`src/rtl/ifq_pkg.sv`:
```
`timescale 1ns/1ps
`default_nettype none
// ============================================================================
// Module  : ifq_pkg
// Brief   : Shared types and default geometry for the fetch scheduler.
// Revision: 1.0 - initial release
// ============================================================================
package ifq_pkg;

    typedef enum logic [1:0] {
        ST_IDLE   = 2'd0,
        ST_REQ    = 2'd1,
        ST_UNPACK = 2'd2,
        ST_FLUSH  = 2'd3
    } ifq_state_e;

    localparam int DEF_LINE_WORDS = 4;
    localparam int DEF_FIFO_DEPTH = 16;
    localparam int WORD_SEL_W     = $clog2(DEF_LINE_WORDS);
    localparam int CNT_W          = $clog2(DEF_FIFO_DEPTH + 1);
    localparam int LINE_BYTES     = DEF_LINE_WORDS * 4;

    // Counter width able to hold 0..depth inclusive.
    function automatic int cnt_width(input int depth);
        return $clog2(depth + 1);
    endfunction

endpackage
`default_nettype wire

```
`src/rtl/ifq_occ_counter.sv`:
```
`timescale 1ns/1ps
`default_nettype none
// ============================================================================
// Module  : ifq_occ_counter
// Brief   : Instruction FIFO occupancy counter with free-space output.
// Revision: 1.0 - initial release
// ============================================================================
module ifq_occ_counter
    import ifq_pkg::*;
#(
    parameter int DEPTH   = DEF_FIFO_DEPTH,
    parameter int COUNT_W = CNT_W
) (
    input  logic               clk,
    input  logic               reset,
    input  logic               push,
    input  logic               pop,
    input  logic               clear,
    output logic [COUNT_W-1:0] count,
    output logic [COUNT_W-1:0] free
);

    logic [COUNT_W-1:0] count_q;
    logic [COUNT_W-1:0] count_d;

    always_comb begin
        count_d = count_q;
        if (clear) begin
            count_d = '0;
        end else begin
            count_d = count_q + COUNT_W'(push) - COUNT_W'(pop);
        end
    end

    always_ff @(posedge clk) begin
        if (reset) begin
            count_q <= '0;
        end else begin
            count_q <= count_d;
        end
    end

    assign count = count_q;
    assign free  = COUNT_W'(DEPTH) - count_q;

endmodule
`default_nettype wire

```
`src/rtl/ifq_fetch_sched.sv`:
```
`timescale 1ns/1ps
`default_nettype none
// ============================================================================
// Module  : ifq_fetch_sched
// Brief   : Issues cache line requests, unpacks lines into the instruction
//           FIFO and handles branch redirects with flush.
// Revision: 1.0 - initial release
// ============================================================================
module ifq_fetch_sched
    import ifq_pkg::*;
#(
    parameter int                ADDR_W     = 32,
    parameter int                LINE_WORDS = DEF_LINE_WORDS,
    parameter int                FIFO_DEPTH = DEF_FIFO_DEPTH,
    parameter logic [ADDR_W-1:0] RESET_PC   = '0
) (
    input  logic                                clk,
    input  logic                                reset,
    input  logic                                branch_valid,
    input  logic [ADDR_W-1:0]                   branch_target,
    input  logic                                rd_enable,
    input  logic                                cache_ack,
    output logic                                cache_rd_req,
    output logic [ADDR_W-1:0]                   cache_addr,
    output logic                                cache_abort,
    output logic [$clog2(LINE_WORDS)-1:0]       word_sel,
    output logic                                push_fifo,
    output logic                                pop_fifo,
    output logic                                flush_fifo,
    output logic                                line_done,
    output logic [$clog2(FIFO_DEPTH+1)-1:0]     fifo_count
);

    localparam int SEL_W = $clog2(LINE_WORDS);
    localparam int OFF_W = SEL_W + 2;
    localparam int HI_W  = ADDR_W - OFF_W;
    localparam int CW    = cnt_width(FIFO_DEPTH);

    ifq_state_e       state_q,     state_d;
    logic [HI_W-1:0]  line_hi_q,   line_hi_d;
    logic [SEL_W-1:0] start_off_q, start_off_d;
    logic [SEL_W-1:0] word_sel_q,  word_sel_d;

    logic [CW-1:0]    w_count;
    logic [CW-1:0]    w_free;
    logic             w_last;
    logic             w_unused_tgt_lsb;

    // The fetch PC is kept split as line base plus word offset within the line.
    assign w_last           = (word_sel_q == SEL_W'(LINE_WORDS - 1));
    assign w_unused_tgt_lsb = ^branch_target[1:0];

    always_comb begin
        cache_rd_req = (state_q == ST_REQ);
        cache_addr   = {line_hi_q, {OFF_W{1'b0}}};
        cache_abort  = branch_valid && (state_q == ST_REQ);
        push_fifo    = (state_q == ST_UNPACK) && !branch_valid;
        line_done    = (state_q == ST_UNPACK) && !branch_valid && w_last;
        flush_fifo   = (state_q == ST_FLUSH);
        pop_fifo     = rd_enable && (w_count != '0) && (state_q != ST_FLUSH) && !branch_valid;
    end

    assign word_sel   = word_sel_q;
    assign fifo_count = w_count;

    always_comb begin
        state_d     = state_q;
        line_hi_d   = line_hi_q;
        start_off_d = start_off_q;
        word_sel_d  = word_sel_q;
        if (branch_valid) begin
            line_hi_d   = branch_target[ADDR_W-1:OFF_W];
            start_off_d = branch_target[OFF_W-1:2];
            state_d     = ST_FLUSH;
        end else begin
            unique case (state_q)
                ST_IDLE: begin
                    if (w_free >= CW'(LINE_WORDS)) begin
                        state_d = ST_REQ;
                    end
                end
                ST_REQ: begin
                    if (cache_ack) begin
                        word_sel_d = start_off_q;
                        state_d    = ST_UNPACK;
                    end
                end
                ST_UNPACK: begin
                    word_sel_d = word_sel_q + SEL_W'(1);
                    if (w_last) begin
                        line_hi_d   = line_hi_q + HI_W'(1);
                        start_off_d = '0;
                        state_d     = ST_IDLE;
                    end
                end
                ST_FLUSH: begin
                    state_d = ST_IDLE;
                end
                default: begin
                    state_d = ST_IDLE;
                end
            endcase
        end
    end

    always_ff @(posedge clk) begin
        if (reset) begin
            state_q     <= ST_IDLE;
            line_hi_q   <= RESET_PC[ADDR_W-1:OFF_W];
            start_off_q <= RESET_PC[OFF_W-1:2];
            word_sel_q  <= '0;
        end else begin
            state_q     <= state_d;
            line_hi_q   <= line_hi_d;
            start_off_q <= start_off_d;
            word_sel_q  <= word_sel_d;
        end
    end

    ifq_occ_counter #(
        .DEPTH   (FIFO_DEPTH),
        .COUNT_W (CW)
    ) u_occ (
        .clk   (clk),
        .reset (reset),
        .push  (push_fifo),
        .pop   (pop_fifo),
        .clear (flush_fifo),
        .count (w_count),
        .free  (w_free)
    );

endmodule
`default_nettype wire

```
`config.mk`:
```
export PLATFORM = sky130hd
export DESIGN_NAME = ifq_fetch_sched
export DESIGN_NICKNAME = d
export VERILOG_FILES = /design/src/rtl/ifq_pkg.sv /design/src/rtl/ifq_occ_counter.sv /design/src/rtl/ifq_fetch_sched.sv
export SDC_FILE = /design/constraint.sdc
export NUM_CORES = 1
export LEC_CHECK = 0
export CORE_MARGIN = 2
export CORE_UTILIZATION = 28
export CTS_CLUSTER_SIZE = 25
export DETAILED_ROUTE_END_ITERATION = 10
export MAX_ROUTING_LAYER = met4
export PLACE_DENSITY = 0.54
export SLEW_MARGIN = 15
export SYNTH_ARGS = -nofsm -noshare
export SYNTH_HDL_FRONTEND = slang
export SYNTH_SLANG_ARGS = --single-unit
```
`constraint.sdc`:
```
create_clock -name clk -period 2.9 [get_ports clk]
set_input_delay 0.58 -clock clk [delete_from_list [all_inputs] [get_ports clk]]
set_output_delay 0.58 -clock clk [all_outputs]
set_load 0.02 [all_outputs]
```
==> run metrics <==
Lkg Pwr=approximately 1.2 nW; via count=about 2,400; initial antenna violation count=0; cells after synthesis=between 300 and 400; Yosys top cell area share=31.61%; CTS resizes=0; Num CTS Buffers=5; Port Buf Inserts=between 70 and 80; drt drc=0; Avg WL per Cell=roughly 14 µm; async set or reset register ratio after synthesis=0%; antenna viol nets, final=0; DR iter-0 viols=69; number of global-route vias before repair=2,432; Hold Crit Class=reg -> reg; global route overflow=0; most frequent cells in the layout=clkdlybuf4s50_1, dfxtp_1, inv_1; outcome=complete, no violations; CP Capture Type=output pin; critical path data required time=2.32 ns; worst r2r path cells=14; Hold EP=start_off_q[1]$_SDFFE_PP0P_; final hold violations=0; First-pass DRT Iterations=4; Via density=5.014; clk_lat worst skew=about 0.29 ns; Worst Path Arrival=2.20 ns; number of fillers in the final layout=915; register area=between 700 and 800 µm²; crit path time final=between 2 and 3 ns; CTS tree=built; hold path depth=2; multi-input logic area=1506 µm²; Slew Limit Fails=0; Worst-path clk slew=roughly 0.080 ns; Avg Inst Size Synth=approximately 8.2 µm²; final instance area=roughly 3500 µm²; GPL Wtd Cong=just under 0.8; Synth area leaders=dfxtp_1, ha_1, inv_1; Slew HR=approximately half; share of layout cells above drive strength 1=7.672%; Die Y=97.92 µm; Clock Sinks=39; die area=between 9000 and 10,000 µm²; actual slew at the worst max-slew pin=approximately 0.76 ns; largest net degree at the start of global routing=42; DIE WIDTH=between 90 and 100 µm; Max FO, Critical Path=14; Synth Cell Area=about 2500 µm²; most common cell after layout, fill and taps aside=clkdlybuf4s50_1; Post-Place Cell Area=roughly 3400 µm²; Synth Register Bits=39; Critical Path, Cell by Cell=clkdlybuf4s50_1, buf_4, inv_1, nor2_1, clkdlybuf4s50_1; Synth area leader=dfxtp_1; Peak supply drop=approximately 0.00042 V; Area growth syn-to-layout=40.98%; root buffer cell=clkbuf_8; I/O Pins=a little over 80; Top cell by count, worst path=clkdlybuf4s50_1; GRT Overall Usage=15.30%; kind of critical path=in -> out; Peak Freq=between 0.3 and 0.4 GHz; Main synth FF type=dfxtp_1; Final setup viols=0; HPWL Detailed=5207 µm; max cap viols=0; Pwr per Cell Area=~580 nW/µm²; post-layout net count=between 400 and 500; max incr delay on CP=about 0.61 ns; crit path launch type=input port; EDFF count, synth=0; Initial Util=between 20% and 30%; cts hold-fix bufs=0; post-CTS setup repair buffer count=0; final worst setup slack=between 0.1 and 0.15 ns; Synth Warn #=0; Max stage delay cell, worst path=clkdlybuf4s50_1; final clock skew=about 0.009 ns; H-tree depth=2; diode count=0; Place WS=-0.003816 ns; slack of the worst reg-to-reg path=0.23 ns; RSZ-0062 raised after global routing=false; first-pass GRT wire length=between 10,000 and 15,000 µm; RR Endpoint=u_occ.count[4]$_SDFF_PP0_; clock tree buffer depth=2; fin crit share=95.73%; CORE AREA=around 8600 µm²; Total Wirelength=about 7000 µm; min-delay src=start_off_q[1]$_SDFFE_PP0P_; sequential element share of the synthesized area=between 30% and 40%; Netlist cell types=52; Rows=34; reg2reg start=u_occ.count[2]$_SDFF_PP0_
-- cell usage after synthesis, types with 2 or more instances --
library cell,count
a2111oi_0,6
a211oi_1,11
a21oi_1,11
a221oi_1,2
a311oi_1,11
a31oi_1,2
and2_1,4
and3_1,4
and4_1,5
buf_4,5
clkbuf_1,13
dfxtp_1,39
ha_1,15
inv_1,31
nand2_1,21
nand3_1,7
nand3_2,2
nand4_1,6
nor2_1,23
nor3_1,10
nor3b_1,2
nor4_1,6
nor4_2,2
nor4b_1,3
o211ai_1,4
o21ai_0,6
o21bai_1,2
o31a_1,4
or2_2,2
or3_1,5
or4_1,5
xnor2_1,13
-- flip-flops by register name (all words and copies together) (netlist names) --
| name | count |
|---|---|
| start_off_q | 2 |
| line_hi_q | 28 |
| state_q | 2 |
| u_occ.count | 5 |
| word_sel | 2 |
-- worst max-delay path, delay by kind of cell --
family	cells	cell delay, ns
AND/OR/NAND/NOR	1	0.10
buffers and inverters	4	1.51
-- logic make-up after synthesis --
logic type	count (synthesis)	synth area share, %
AO/OA/AOI/OAI	67	20.01
flip-flops	39	31.61
multiplexers	1	0.4053
buffers and inverters	51	8.561
AND/OR/NAND/NOR	113	25.89
XOR/XNOR	14	4.965
other	1	0.1518
adder cells (fa/ha/maj)	16	8.409
-- worst max path at each step --
stage	startpoint	endpoint	cells past startpoint
finish	branch_valid	cache_abort	5
global route	branch_valid	cache_abort	5
CTS	branch_valid	cache_abort	5
detailed placement	branch_valid	u_occ.count[4]$_SDFF_PP0_	11
global placement	branch_valid	u_occ.count[4]$_SDFF_PP0_	11
floorplan	branch_valid	u_occ.count[4]$_SDFF_PP0_	13
-- routing by layer --
| metal | vias to the layer above | share of wire (%) | GRT usage, % |
|---|---|---|---|
| met5 | - | 0 | - |
| met4 | 0 | 1.2 | 3.846 |
| met3 | 4 | 3.8 | 2.147 |
| met2 | 61 | 46 | 24.39 |
| met1 | 1128 | 49 | 20.47 |
| li1 | 1244 | - | - |
-- power breakdown --
part	switching (mW)	total [mW]	internal [mW]	leakage, nW
sequential	0.0836	0.692	0.608	0.323
clock	0.202	0.481	0.279	0.0612
combinational	0.424	0.853	0.429	0.857
total	0.710	2.03	1.32	1.24
-- through the flow --
stage          std cells  hold WS [ns]  total power [mW]    TNS [ns]  util [%]
4_1_cts              486        0.4819             2.057           0     40.32
3_3_place_gp         478        0.4608             1.561  -0.0002514     38.96
3_5_place_dp         478        0.4696             1.569   -0.003816     38.96
6_report             486        0.4837             2.026           0     40.32
2_1_floorplan        305        0.4472             1.267           0         -
5_1_grt              486        0.5088             2.181           0     40.32
-- cell type report --
class                   count  share of cell area [%]
multi-input cells         215                   43.26
repair buffers             85                   23.72
flip-flops and latches     39                   22.42
well taps                 108                   3.881
inverters                  31                   3.342
clock buffers               6                   2.372
clock inverters             2                   1.006
(Power assumes the default switching activity.)
